$ cat src/rtl/imem_loader.sv
// ---------------------------------------------------------------------------
// imem_loader
//
// Boot loader that receives an instruction image over a byte stream and
// writes it into the CPU's instruction memory. The CPU is held in reset
// until the image has been loaded and its checksum has been verified.
//
// Stream layout: LEN_HI, LEN_LO (big-endian word count N), then N words of
// four bytes each (MSB first), then one checksum byte. The checksum is the
// XOR of the data bytes only.
//
// Parameter DEPTH must equal 2**ADDR_W.
//
// Ports:
//   clock       in   single rising-edge clock
//   reset       in   asynchronous active-low reset
//   restart     in   one-cycle pulse that re-arms the loader for a new image
//   rx_valid    in   byte-stream valid
//   rx_data     in   byte-stream data [7:0]
//   rx_ready    out  loader can accept a byte (LEN_HI/LEN_LO/DATA/CHK)
//   imem_we     out  one-cycle instruction-memory write strobe
//   imem_addr   out  word address of the write [ADDR_W-1:0]
//   imem_wdata  out  instruction word to write [31:0]
//   cpu_reset   out  active-low CPU reset; rises one cycle after DONE
//   done        out  image loaded and checksum correct
//   error       out  load aborted; sticky until restart or reset
// ---------------------------------------------------------------------------
module imem_loader #(
    parameter int DEPTH  = 32,
    parameter int ADDR_W = 5
) (
    input  logic              clock,
    input  logic              reset,
    input  logic              restart,
    input  logic              rx_valid,
    input  logic [7:0]        rx_data,
    output logic              rx_ready,
    output logic              imem_we,
    output logic [ADDR_W-1:0] imem_addr,
    output logic [31:0]       imem_wdata,
    output logic              cpu_reset,
    output logic              done,
    output logic              error
);

    typedef enum logic [2:0] {
        S_LEN_HI,
        S_LEN_LO,
        S_DATA,
        S_CHK,
        S_DONE,
        S_ERR
    } state_t;

    state_t            state_q,      state_d;
    logic [7:0]        len_hi_q,     len_hi_d;
    logic [ADDR_W-1:0] last_idx_q,   last_idx_d;
    logic [ADDR_W-1:0] word_idx_q,   word_idx_d;
    logic [1:0]        byte_cnt_q,   byte_cnt_d;
    logic [7:0]        chk_q,        chk_d;
    logic [31:0]       shift_q,      shift_d;
    logic              imem_we_q,    imem_we_d;
    logic [ADDR_W-1:0] imem_addr_q,  imem_addr_d;
    logic [31:0]       imem_wdata_q, imem_wdata_d;
    logic              cpu_reset_q,  cpu_reset_d;
    logic              done_q,       done_d;
    logic              error_q,      error_d;

    logic              accept;
    logic [15:0]       len_n;

    // The loader takes bytes in every state that still expects stream data.
    always_comb begin
        rx_ready = (state_q == S_LEN_HI) || (state_q == S_LEN_LO) ||
                   (state_q == S_DATA)   || (state_q == S_CHK);
    end

    // Next-state logic. Restart wins over a byte arriving in the same cycle,
    // which is simply dropped.
    always_comb begin
        state_d      = state_q;
        len_hi_d     = len_hi_q;
        last_idx_d   = last_idx_q;
        word_idx_d   = word_idx_q;
        byte_cnt_d   = byte_cnt_q;
        chk_d        = chk_q;
        shift_d      = shift_q;
        imem_we_d    = 1'b0;
        imem_addr_d  = imem_addr_q;
        imem_wdata_d = imem_wdata_q;
        accept       = rx_valid && rx_ready;
        len_n        = {len_hi_q, rx_data};

        if (restart) begin
            state_d    = S_LEN_HI;
            word_idx_d = '0;
            byte_cnt_d = '0;
            chk_d      = '0;
            shift_d    = '0;
        end else if (accept) begin
            case (state_q)
                S_LEN_HI: begin
                    len_hi_d = rx_data;
                    state_d  = S_LEN_LO;
                end
                S_LEN_LO: begin
                    byte_cnt_d = '0;
                    if (len_n == 16'd0) begin
                        state_d = S_CHK;
                    end else if (len_n > 16'(DEPTH)) begin
                        state_d = S_ERR;
                    end else begin
                        // Keep N-1 so the last word is a plain index compare;
                        // N <= DEPTH guarantees it fits in ADDR_W bits.
                        last_idx_d = ADDR_W'(len_n - 16'd1);
                        state_d    = S_DATA;
                    end
                end
                S_DATA: begin
                    shift_d    = {shift_q[23:0], rx_data};
                    chk_d      = chk_q ^ rx_data;
                    byte_cnt_d = byte_cnt_q + 2'd1;
                    if (byte_cnt_q == 2'd3) begin
                        imem_we_d    = 1'b1;
                        imem_addr_d  = word_idx_q;
                        imem_wdata_d = {shift_q[23:0], rx_data};
                        word_idx_d   = word_idx_q + 1'b1;
                        if (word_idx_q == last_idx_q) begin
                            state_d = S_CHK;
                        end
                    end
                end
                S_CHK: begin
                    state_d = (rx_data == chk_q) ? S_DONE : S_ERR;
                end
                default: begin
                    state_d = state_q;
                end
            endcase
        end

        done_d  = (state_d == S_DONE);
        error_d = (state_d == S_ERR);
        // Releasing the CPU only once DONE has been held for a full cycle
        // gives the last memory write time to land first.
        cpu_reset_d = (state_q == S_DONE) && (state_d == S_DONE);
    end

    always_ff @(posedge clock or negedge reset) begin
        if (!reset) begin
            state_q      <= S_LEN_HI;
            len_hi_q     <= '0;
            last_idx_q   <= '0;
            word_idx_q   <= '0;
            byte_cnt_q   <= '0;
            chk_q        <= '0;
            shift_q      <= '0;
            imem_we_q    <= 1'b0;
            imem_addr_q  <= '0;
            imem_wdata_q <= '0;
            cpu_reset_q  <= 1'b0;
            done_q       <= 1'b0;
            error_q      <= 1'b0;
        end else begin
            state_q      <= state_d;
            len_hi_q     <= len_hi_d;
            last_idx_q   <= last_idx_d;
            word_idx_q   <= word_idx_d;
            byte_cnt_q   <= byte_cnt_d;
            chk_q        <= chk_d;
            shift_q      <= shift_d;
            imem_we_q    <= imem_we_d;
            imem_addr_q  <= imem_addr_d;
            imem_wdata_q <= imem_wdata_d;
            cpu_reset_q  <= cpu_reset_d;
            done_q       <= done_d;
            error_q      <= error_d;
        end
    end

    assign imem_we    = imem_we_q;
    assign imem_addr  = imem_addr_q;
    assign imem_wdata = imem_wdata_q;
    assign cpu_reset  = cpu_reset_q;
    assign done       = done_q;
    assign error      = error_q;

endmodule

$ cat config.mk
export PLATFORM = sky130hd
export DESIGN_NAME = imem_loader
export DESIGN_NICKNAME = d
export VERILOG_FILES = /design/src/rtl/imem_loader.sv
export SDC_FILE = /design/constraint.sdc
export NUM_CORES = 1
export LEC_CHECK = 0
export BUFFER_PORTS_ARGS = -buffer_cell sky130_fd_sc_hd__buf_2
export CAP_MARGIN = 20
export CORE_ASPECT_RATIO = 0.8
export CORE_MARGIN = 1
export CORE_UTILIZATION = 51
export DETAILED_ROUTE_END_ITERATION = 6
export PLACE_DENSITY = 0.75
export SYNTH_ARGS = -nofsm -noshare
export SYNTH_HDL_FRONTEND = slang
export SYNTH_SLANG_ARGS = --single-unit
export TNS_END_PERCENT = 1
$ cat constraint.sdc
create_clock -name clock -period 1.6 [get_ports clock]
set_input_delay 0.16 -clock clock [delete_from_list [all_inputs] [get_ports clock]]
set_output_delay 0.16 -clock clock [all_outputs]
set_load 0.005 [all_outputs]
==> results of run 1 <==
[repair_timing]
item | 4_1_cts | 5_1_grt
gates cloned | 0 | 1
hold endpoints to repair | 28 | 0
setup buffers | 1 | 1
pin swaps | 6 | 7
endpoints found under the setup margin | 22 | 66
hold buffers | 1 | 0
resized for setup | 11 | 13
[path summary, 6_finish.rpt]
check	endpoint	start	cells after the start	slack (ns)
setup / recovery	error	len_hi_q[1]	5	-0.08
hold / removal	state_q[2]	restart	2	0.05
setup reg to reg	error	len_hi_q[1]	5	-0.08
hold reg to reg	len_hi_q[1]	len_hi_q[1]	2	0.49
max in group asynchronous	imem_wdata[17]	reset	3	0.72
min in group asynchronous	len_hi_q[5]	reset	2	0.26
[layout by cell type, fill, tap and decap left out, types with 3 or more instances in the layout]
master	instances
ha_1	4
clkbuf_8	9
xor2_1	16
inv_1	4
buf_2	52
nand4_1	4
o21ai_1	5
nor2_1	18
a21oi_1	26
nand2_1	60
dfrtp_1	96
buf_12	3
xnor2_1	13
mux2_2	44
buf_6	3
buf_4	19
o21ai_0	3
[power breakdown]
part | internal [uW] | switching [uW] | total [uW]
registers | 2490 | 39.5 | 2530
clock network | 889 | 846 | 1740
logic | 146 | 190 | 336
total | 3520 | 1080 | 4600
[cell type report]
type | instances | area, um2
Fill cell | 618 | 2680
Multi-Input combinational cell | 226 | 1620
Clock inverter | 6 | 92.6
Inverter | 4 | 15.0
Tap cell | 105 | 131
Sequential cell | 96 | 2400
Clock buffer | 10 | 128
Timing Repair Buffer | 78 | 507
[registers in the layout, summed over array words and instances, names as in the netlist, 2 cells and up]
| register | flops |
|---|---|
| chk_q | 8 |
| state_q | 3 |
| word_idx_q | 5 |
| imem_wdata | 32 |
| last_idx_q | 5 |
| imem_addr | 5 |
| len_hi_q | 8 |
| shift_q | 24 |
| byte_cnt_q | 2 |
[critical path, delay by kind of cell, from the launching register on]
| kind | cells | cell delay (ns) |
|---|---|---|
| flip-flops | 1 | 0.38 |
| AND/OR/NAND/NOR | 2 | 0.72 |
| AO/OA/AOI/OAI | 3 | 0.46 |
[metal layers]
layer,GRT usage (%),routed length (um)
met5,0,0
met1,29.0,3900
met2,35.1,3950
met4,6.09,146
met3,6.21,282
[stage by stage]
step / power (uW) / utilization [%] / setup TNS (ns) / hold WS (ns)
detailed placement: 2880 / 60.5 / -0.690 / 0.127
CTS: 4630 / 64.1 / -0.466 / 0.0344
finish: 4600 / 64.6 / -0.294 / 0.0452
global placement: 2870 / 60.5 / -0.0231 / 0.125
global route: 4770 / 64.6 / -1.71 / 0.0453
floorplan: 2710 / - / -0.0212 / -0.136
[cells by family after synthesis]
kind of cell | after synthesis | share of synthesized area, %
buffers and inverters | 23 | 2.71
AO/OA/AOI/OAI | 41 | 5.76
adder cells (fa/ha/maj) | 4 | 1.23
multiplexers | 47 | 13.0
XOR/XNOR | 29 | 6.26
flip-flops | 96 | 59.2
AND/OR/NAND/NOR | 105 | 11.9
==> results.toml, run 1 <==
[outcome]
status = "finished, violations left"
violations = "negative setup slack"

[worst_setup_path]
critPathLaunchType = "flop"
worstSetupPathType = "flop to flop"
worstPathCellList = "or4_4 > nor2_4 > a311o_1 > o211ai_2 > a21boi_1"
cp.required_ns = 1.85
endpoint_kind = "flop"
cp_max_fo = 3
crit_slowest_cell = "or4_4"
cp.arrival_ns = 1.92
slowest_delay_ns = 0.54

[global_routing]
antenna_found_initial = 0
grt_pass1_vias = 2681
grt_usage_pct = 21.8
grt_max_degree = 44
overflow = 0
grt_pass1_wl_um = 13500

[logic_synthesis]
netlist_area_um2 = 4060
yosysWarnings = 0
ys_async_sr_fraction_pct = 100
syn_area_per_cell_um2 = 11.8
ys.flop_type = "dfrtp_1"
yosys.area.top_type = "dfrtp_1"
postSynthCellCount = 345
yosysTopAreaCellShare_pct = 59.2
synth_edf_count = 0
yosysMostFrequentCell = "dfrtp_1"
synthDistinctLibCells = 36
synth_commonest_cells = "dfrtp_1 (96), nand2_1 (62), mux2_2 (45), a21oi_1 (26), nor2_1 (19)"
synth_area_leaders = "dfrtp_1 (59%), mux2_2 (12%), nand2_1 (5.7%)"
synth_seq_area_share_pct = 59.2
synth_nets = 361
synth_seq_cells = 96

[power_and_ir_drop]
powerDensity_nw_per_um2 = 940
p_leak_uw = 0.00242
vdd_drop_max_mv = 0.722

[cts]
cts-root-buf = "clkbuf_8"
cts.path.max_buffers = 2
clk_latency_ns = 0.37
cts_tree = "built"
htreeDepth = 3
path_clk_slew_ns = 0.09
cts_buffers = 9
clock_sinks = 96

[floorplanning]
initial_core_util_pct = 53.7
core_um2 = 7570
die_area_um2 = 8320
core.rowCount = 28
fp.dieH_um = 81.8
ios = 54
die_x_um = 102

[timing]
setup_violations = 5
slew_violations = 0
rsz0062_at_grt = "true"
fin_ws_ns = -0.0788
hold_viol = 0
worst_slew_pin_slew_ns = 0.430
fin_crit_sh_pct = 105
min_period_ns = 1.68
clock_skew_ns = 0.0174
slew_headroom_pct = 71.3
fmaxAchievable_mhz = 596

[drt]
routedWlPerCell_um = 15.8
antenna_left = 0
drtIter0Drc = 96
routed_via_density = 5.25
drcViolationCount = 0
wirelength_um = 8280
dr.pass1.iters = 4
vias = 2757

[layout]
drive_gt1_share_pct = 36.7
num_antenna_cells = 0
finalNonFillerCells = 525
nets = 431
area_delta_synth_final_pct = 20.5
fin_area_um2 = 4890

[place]
placed_cells = 505
globalplace.congestion = 0.782
dp_hpwl_um = 5690
placed_cell_area_um2 = 4580
place_ws_ns = -0.102
port_buffers = 53

[run]
drv_cap = 0

[worst_hold_path]
min_path_type = "input pin to flop"
Note: power is estimated with default switching activity, not from simulation.
==> run 2: changes to the inputs <==
--- a/config.mk
+++ b/config.mk
@@ -5,6 +5,7 @@
 export SDC_FILE = /design/constraint.sdc
 export NUM_CORES = 1
 export LEC_CHECK = 0
+export ABC_AREA = 1
 export BUFFER_PORTS_ARGS = -buffer_cell sky130_fd_sc_hd__buf_2
 export CAP_MARGIN = 20
 export CORE_ASPECT_RATIO = 0.8
==> run 2 against run 1 <==
- the run now ends clean
- fmax is 9.6% higher
- clock skew is 0.0080 ns lower
- synthesized area is 0.52% lower
- first-iteration DRC count is 150% higher
- register-to-register slack better by 0.15 ns
- synthesized cell count is 29% higher
==> results.toml, run 2 <==
[outcome]
status = "finished, final reports clean"

[cts]
clock_sinks = 96
path_clk_slew_ns = 0.09
cts_tree = "built"
cts.path.max_buffers = 2
cts-root-buf = "clkbuf_8"
cts_buffers = 9
htreeDepth = 3
clk_latency_ns = 0.37

[global_routing]
overflow = 0
grt_pass1_vias = 2936
grt_max_degree = 97
grt_pass1_wl_um = 14200
grt_usage_pct = 22.8
antenna_found_initial = 0

[logic_synthesis]
synth_commonest_cells = "nand2_1 (107), dfrtp_1 (96), inv_1 (61), o21ai_1 (36), nor2_1 (35)"
synth_nets = 461
synth_area_leaders = "dfrtp_1 (59%), nand2_1 (9.9%), inv_1 (5.7%)"
yosys.area.top_type = "dfrtp_1"
yosysMostFrequentCell = "nand2_1"
synth_seq_cells = 96
synth_edf_count = 0
synthDistinctLibCells = 27
yosysWarnings = 0
netlist_area_um2 = 4040
yosysTopAreaCellShare_pct = 59.5
syn_area_per_cell_um2 = 9.08
ys.flop_type = "dfrtp_1"
ys_async_sr_fraction_pct = 100
postSynthCellCount = 445
synth_seq_area_share_pct = 59.5

[timing]
clock_skew_ns = 0.00933
hold_viol = 0
fin_ws_ns = 0.0688
setup_violations = 0
slew_headroom_pct = 66.0
fin_crit_sh_pct = 95.7
slew_violations = 0
min_period_ns = 1.53
fmaxAchievable_mhz = 653
hold-worst-slack_ns = 0.0202
worst_slew_pin_slew_ns = 0.510
rsz0062_at_grt = "true"

[worst_setup_path]
cp_max_fo = 6
crit_path_frequent_cell = "nand2_1"
cp.required_ns = 1.90
crit_slowest_cell = "dfrtp_1"
critPathTopFamily = "simple AND/OR/NAND/NOR gates"
worst-r2r-setup-slack_ns = 0.07
slowest_delay_ns = 0.44
worstPathCellList = "inv_2 > nand2_2 > nor2_4 > nand2_4 > nor2_2 > nor2_1 > nor3_2 > nand2_1 > nand2_1 > nand2_1 > nor2_1"
cp.arrival_ns = 1.83
critPathLaunchType = "flop"
worstSetupPathType = "flop to flop"
path_buf_inv = 1
endpoint_kind = "flop"

[layout]
area_delta_synth_final_pct = 17.0
nFillCells = 653
drive_gt1_share_pct = 18.9
regArea_um2 = 2400
largest_reg_flops = 32
final_cell_mix = "nand2_1 (107), dfrtp_1 (96), inv_1 (60)"
multiInputGateArea_um2 = 1320
nets = 523
num_antenna_cells = 0
final_common_cell = "nand2_1"

[floorplanning]
die_x_um = 101
fp.dieH_um = 81.6
die_area_um2 = 8280
core_um2 = 7530
core.rowCount = 28
initial_core_util_pct = 53.6
ios = 54

[run]
drv_cap = 0

[drt]
vias = 3122
drcViolationCount = 0
wirelength_um = 8330
drtIter0Drc = 237
routedWlPerCell_um = 13.5
routed_via_density = 5.06
antenna_left = 0
dr.pass1.iters = 5

[worst_hold_path]
min_path_type = "input pin to flop"

[place]
place_ws_ns = 0.0623
port_buffers = 53
globalplace.congestion = 0.941
dp_hpwl_um = 5660

[power_and_ir_drop]
p_leak_uw = 0.00235
powerDensity_nw_per_um2 = 1010
vdd_drop_max_mv = 0.493
## run 2: changes by cell type after synthesis, sizes merged, moves of 3 or more
| cell | before | now |
|---|---|---|
| nand4 | 5 | 2 |
| o21ai | 8 | 51 |
| mux2 | 45 | 0 |
| inv | 4 | 66 |
| clkbuf | 10 | 4 |
| xor2 | 16 | 4 |
| nand3 | 3 | 13 |
| xnor2 | 13 | 1 |
| nor2 | 20 | 39 |
| nand2 | 62 | 109 |
| o22ai | 0 | 31 |
| nor2b | 3 | 0 |
| a21oi | 26 | 9 |
## run 2: cell families after synthesis
family                   synth area share (%)
AND/OR/NAND/NOR                          17.2
adder cells (fa/ha/maj)                  1.24
buffers and inverters                    8.43
AO/OA/AOI/OAI                            12.6
flip-flops                               59.5
XOR/XNOR                                 1.08
## run 2: report_power, final
group / total, uW / switching [uW] / internal, uW
sequential: 2620 / 72.9 / 2550
combinational: 489 / 305 / 184
clock: 1640 / 856 / 783
## run 2: what timing repair did
action	CTS	global route
buffers inserted	0	2
resized for setup	0	6
setup endpoints to repair	0	13
hold endpoints to repair	96	0
hold buffers	1	0
## run 2: final timing paths
path                             start             to  depth (start not counted)
setup / recovery            state_q[2]  word_idx_q[4]                         11
hold / removal                 restart  word_idx_q[3]                          2
setup reg to reg            state_q[2]  word_idx_q[4]                         11
hold reg to reg            len_hi_q[4]    len_hi_q[4]                          2
max in group asynchronous        reset  word_idx_q[2]                          3
min in group asynchronous        reset  imem_wdata[2]                          3
## run 2: per-stage QoR
| step | util, % | instances | TNS [ns] | cell area, um2 | total power (uW) |
|---|---|---|---|---|---|
| CTS | 62.2 | 615 | 0 | 4690 | 4780 |
| detailed placement | 59.3 | 598 | 0 | 4470 | 3140 |
| global route | 62.7 | 617 | -0.438 | 4730 | 4990 |
| floorplan | - | 445 | 0 | 4040 | 2910 |
| global placement | 59.3 | 598 | 0 | 4470 | 3110 |
| finish | 62.7 | 617 | 0 | 4730 | 4750 |
## run 2: routing by layer
metal / vias up / wire, um / GRT usage, % / share of wire [%]
li1: 1563 / - / - / -
met1: 1467 / 4140 / 32.7 / 50
met2: 85 / 3680 / 34.6 / 44
met3: 7 / 429 / 5.96 / 5.1
met4: 0 / 88 / 6.38 / 1.1
met5: - / 0 / 0 / 0
## run 2: final cells by class
type,instances,share of cell area (%)
flip-flops and latches,96,50.8
multi-input cells,269,27.9
repair buffers,65,8.68
inverters,66,5.30
clock buffers,10,2.91
well taps,105,2.78
clock inverters,6,1.56
==> run 3: changes to the inputs <==
--- a/config.mk
+++ b/config.mk
@@ -8,7 +8,7 @@
 export ABC_AREA = 1
 export BUFFER_PORTS_ARGS = -buffer_cell sky130_fd_sc_hd__buf_2
 export CAP_MARGIN = 20
-export CORE_ASPECT_RATIO = 0.8
+export CORE_ASPECT_RATIO = 0.9
 export CORE_MARGIN = 1
 export CORE_UTILIZATION = 51
 export DETAILED_ROUTE_END_ITERATION = 6
==> run 3 against run 2 <==
- sequential share of layout area decreased by 0.45 points
- worst setup slack got worse by 0.052 ns
- hold slack better by 0.011 ns
- register-to-register slack worse by 0.05 ns
- critical endpoint unchanged
- utilization down 0.16 points
==> results.toml, run 3 (synthesis results as in run 2) <==
[outcome]
status = "finished, final reports clean"

[drt]
wirelength_um = 8540
vias = 3214
routed_via_density = 5.25
dr.pass1.iters = 5
antenna_left = 0
routedWlPerCell_um = 14.0
drtIter0Drc = 174
drcViolationCount = 0

[cts]
cts.path.max_buffers = 2
path_clk_slew_ns = 0.09
cts-root-buf = "clkbuf_8"
clk_latency_ns = 0.35
cts_buffers = 9
htreeDepth = 3
cts_tree = "built"
clock_sinks = 96

[power_and_ir_drop]
p_leak_uw = 0.00237
vdd_drop_max_mv = 0.541
powerDensity_nw_per_um2 = 980

[global_routing]
grt_usage_pct = 22.9
grt_max_degree = 39
grt_pass1_wl_um = 14400
overflow = 0
antenna_found_initial = 0
grt_pass1_vias = 2985

[layout]
drive_gt1_share_pct = 20.0
final_common_cell = "nand2_1"
final_cell_mix = "nand2_1 (106), dfrtp_1 (96), inv_1 (60)"
finalNonFillerCells = 612
area_delta_synth_final_pct = 18.1
largest_reg_flops = 32
num_antenna_cells = 0
nets = 528

[place]
placed_cells = 590
dp_hpwl_um = 5970
port_buffers = 53
globalplace.congestion = 0.938

[floorplanning]
die_area_um2 = 8280
die_x_um = 95.8
initial_core_util_pct = 53.0
core_um2 = 7620
ios = 54
fp.dieH_um = 86.4
core.rowCount = 30

[worst_setup_path]
worstSetupPathType = "flop to flop"
critPathLaunchType = "flop"
cp.required_ns = 1.88
cp.arrival_ns = 1.87
reg2reg_to = "word_idx_q[4]"
worstReg2RegStart = "state_q[2]"
endpoint_kind = "flop"
worst-r2r-setup-slack_ns = 0.02
rr_worst_depth = 11
cp_max_fo = 6

[timing]
fin_tns_setup_ns = 0
slew_violations = 0
clock_skew_ns = 0.00624
slew_headroom_pct = 66.4
hold_viol = 0
worst_slew_pin_slew_ns = 0.504
min_period_ns = 1.58
fin_crit_sh_pct = 98.9
setup_violations = 0
fmaxAchievable_mhz = 632
rsz0062_at_grt = "true"

[run]
drv_cap = 0

[worst_hold_path]
min_to = "word_idx_q[3]"
min_path_type = "input pin to flop"
hold_start = "restart"
min_path_cells = 2
-- run 3: cell types whose count changed in the layout (fill, tap and decap cells not counted) --
cell / previous run / this run
inv_8: 1 / 0
nand2_1: 107 / 106
clkinv_4: 1 / 0
clkbuf_1: 0 / 1
nor3_2: 1 / 2
o21ai_0: 15 / 14
nor2_4: 3 / 4
buf_4: 8 / 12
nor2_1: 33 / 32
o21ai_1: 36 / 37
buf_12: 4 / 5
nor3_1: 3 / 2
nand2_4: 1 / 2
-- run 3: repair_timing --
item	4_1_cts	5_1_grt
setup endpoints to repair	0	22
hold buffers	1	0
hold endpoints to repair	36	0
buffers inserted	0	6
resized for setup	0	12
-- run 3: metal layers --
layer | vias up | wire length [um] | part of all wire (%) | GRT usage, %
li1 | 1567 | - | - | -
met4 | 0 | 104 | 1.2 | 6.92
met5 | - | 0 | 0 | 0
met1 | 1541 | 4070 | 48 | 33.2
met3 | 11 | 413 | 4.8 | 4.82
met2 | 95 | 3950 | 46 | 34.8
-- run 3: power breakdown --
group / total, uW / switching (uW) / internal [uW] / leakage [uW]
Clock: 1560 / 796 / 763 / 0.0000920
Combinational: 492 / 306 / 186 / 0.00101
Sequential: 2620 / 72.0 / 2550 / 0.00127
Total: 4670 / 1170 / 3500 / 0.00237
-- run 3: worst max-delay path by stage --
stage	start	end	slack (ns)
6_report	state_q[2]	word_idx_q[4]	0.02
3_3_place_gp	state_q[2]	word_idx_q[4]	0.13
5_1_grt	state_q[2]	word_idx_q[4]	-0.06
3_5_place_dp	state_q[2]	word_idx_q[4]	0.05
4_1_cts	state_q[2]	word_idx_q[4]	0.06
2_1_floorplan	state_q[0]	imem_wdata[4]	0.21
-- run 3: through the flow --
step / util (%) / total power [uW] / setup WS, ns / hold WS, ns / area [um2]
floorplan: - / 2910 / 0.206 / -0.136 / 4040
global placement: 58.7 / 3120 / 0.126 / 0.161 / 4470
detailed placement: 58.7 / 3140 / 0.0527 / 0.173 / 4470
CTS: 61.4 / 4700 / 0.0559 / 0.0108 / 4680
global route: 62.6 / 4880 / -0.0585 / 0.0309 / 4770
finish: 62.6 / 4670 / 0.0172 / 0.0316 / 4770
-- run 3: final cells by class --
| cell class | instances | area [um2] |
|---|---|---|
| multi-input combinational | 269 | 1340 |
| timing repair buffer | 70 | 460 |
| clock buffer | 11 | 141 |
| tap | 96 | 120 |
| fill | 637 | 2850 |
| clock inverter | 4 | 53.8 |
| inverter | 66 | 250 |
| sequential | 96 | 2400 |
-- run 3: worst max-delay path, cell delays in order (launching register included) --
cell,delay (ns)
dfrtp_1,0.43
inv_2,0.14
nand2_4,0.07
nor2_4,0.16
nand2_4,0.08
nor2_4,0.08
nor2_2,0.05
nor3_2,0.19
nand2_1,0.09
nand2_1,0.06
nand2_1,0.05
nor2_1,0.10
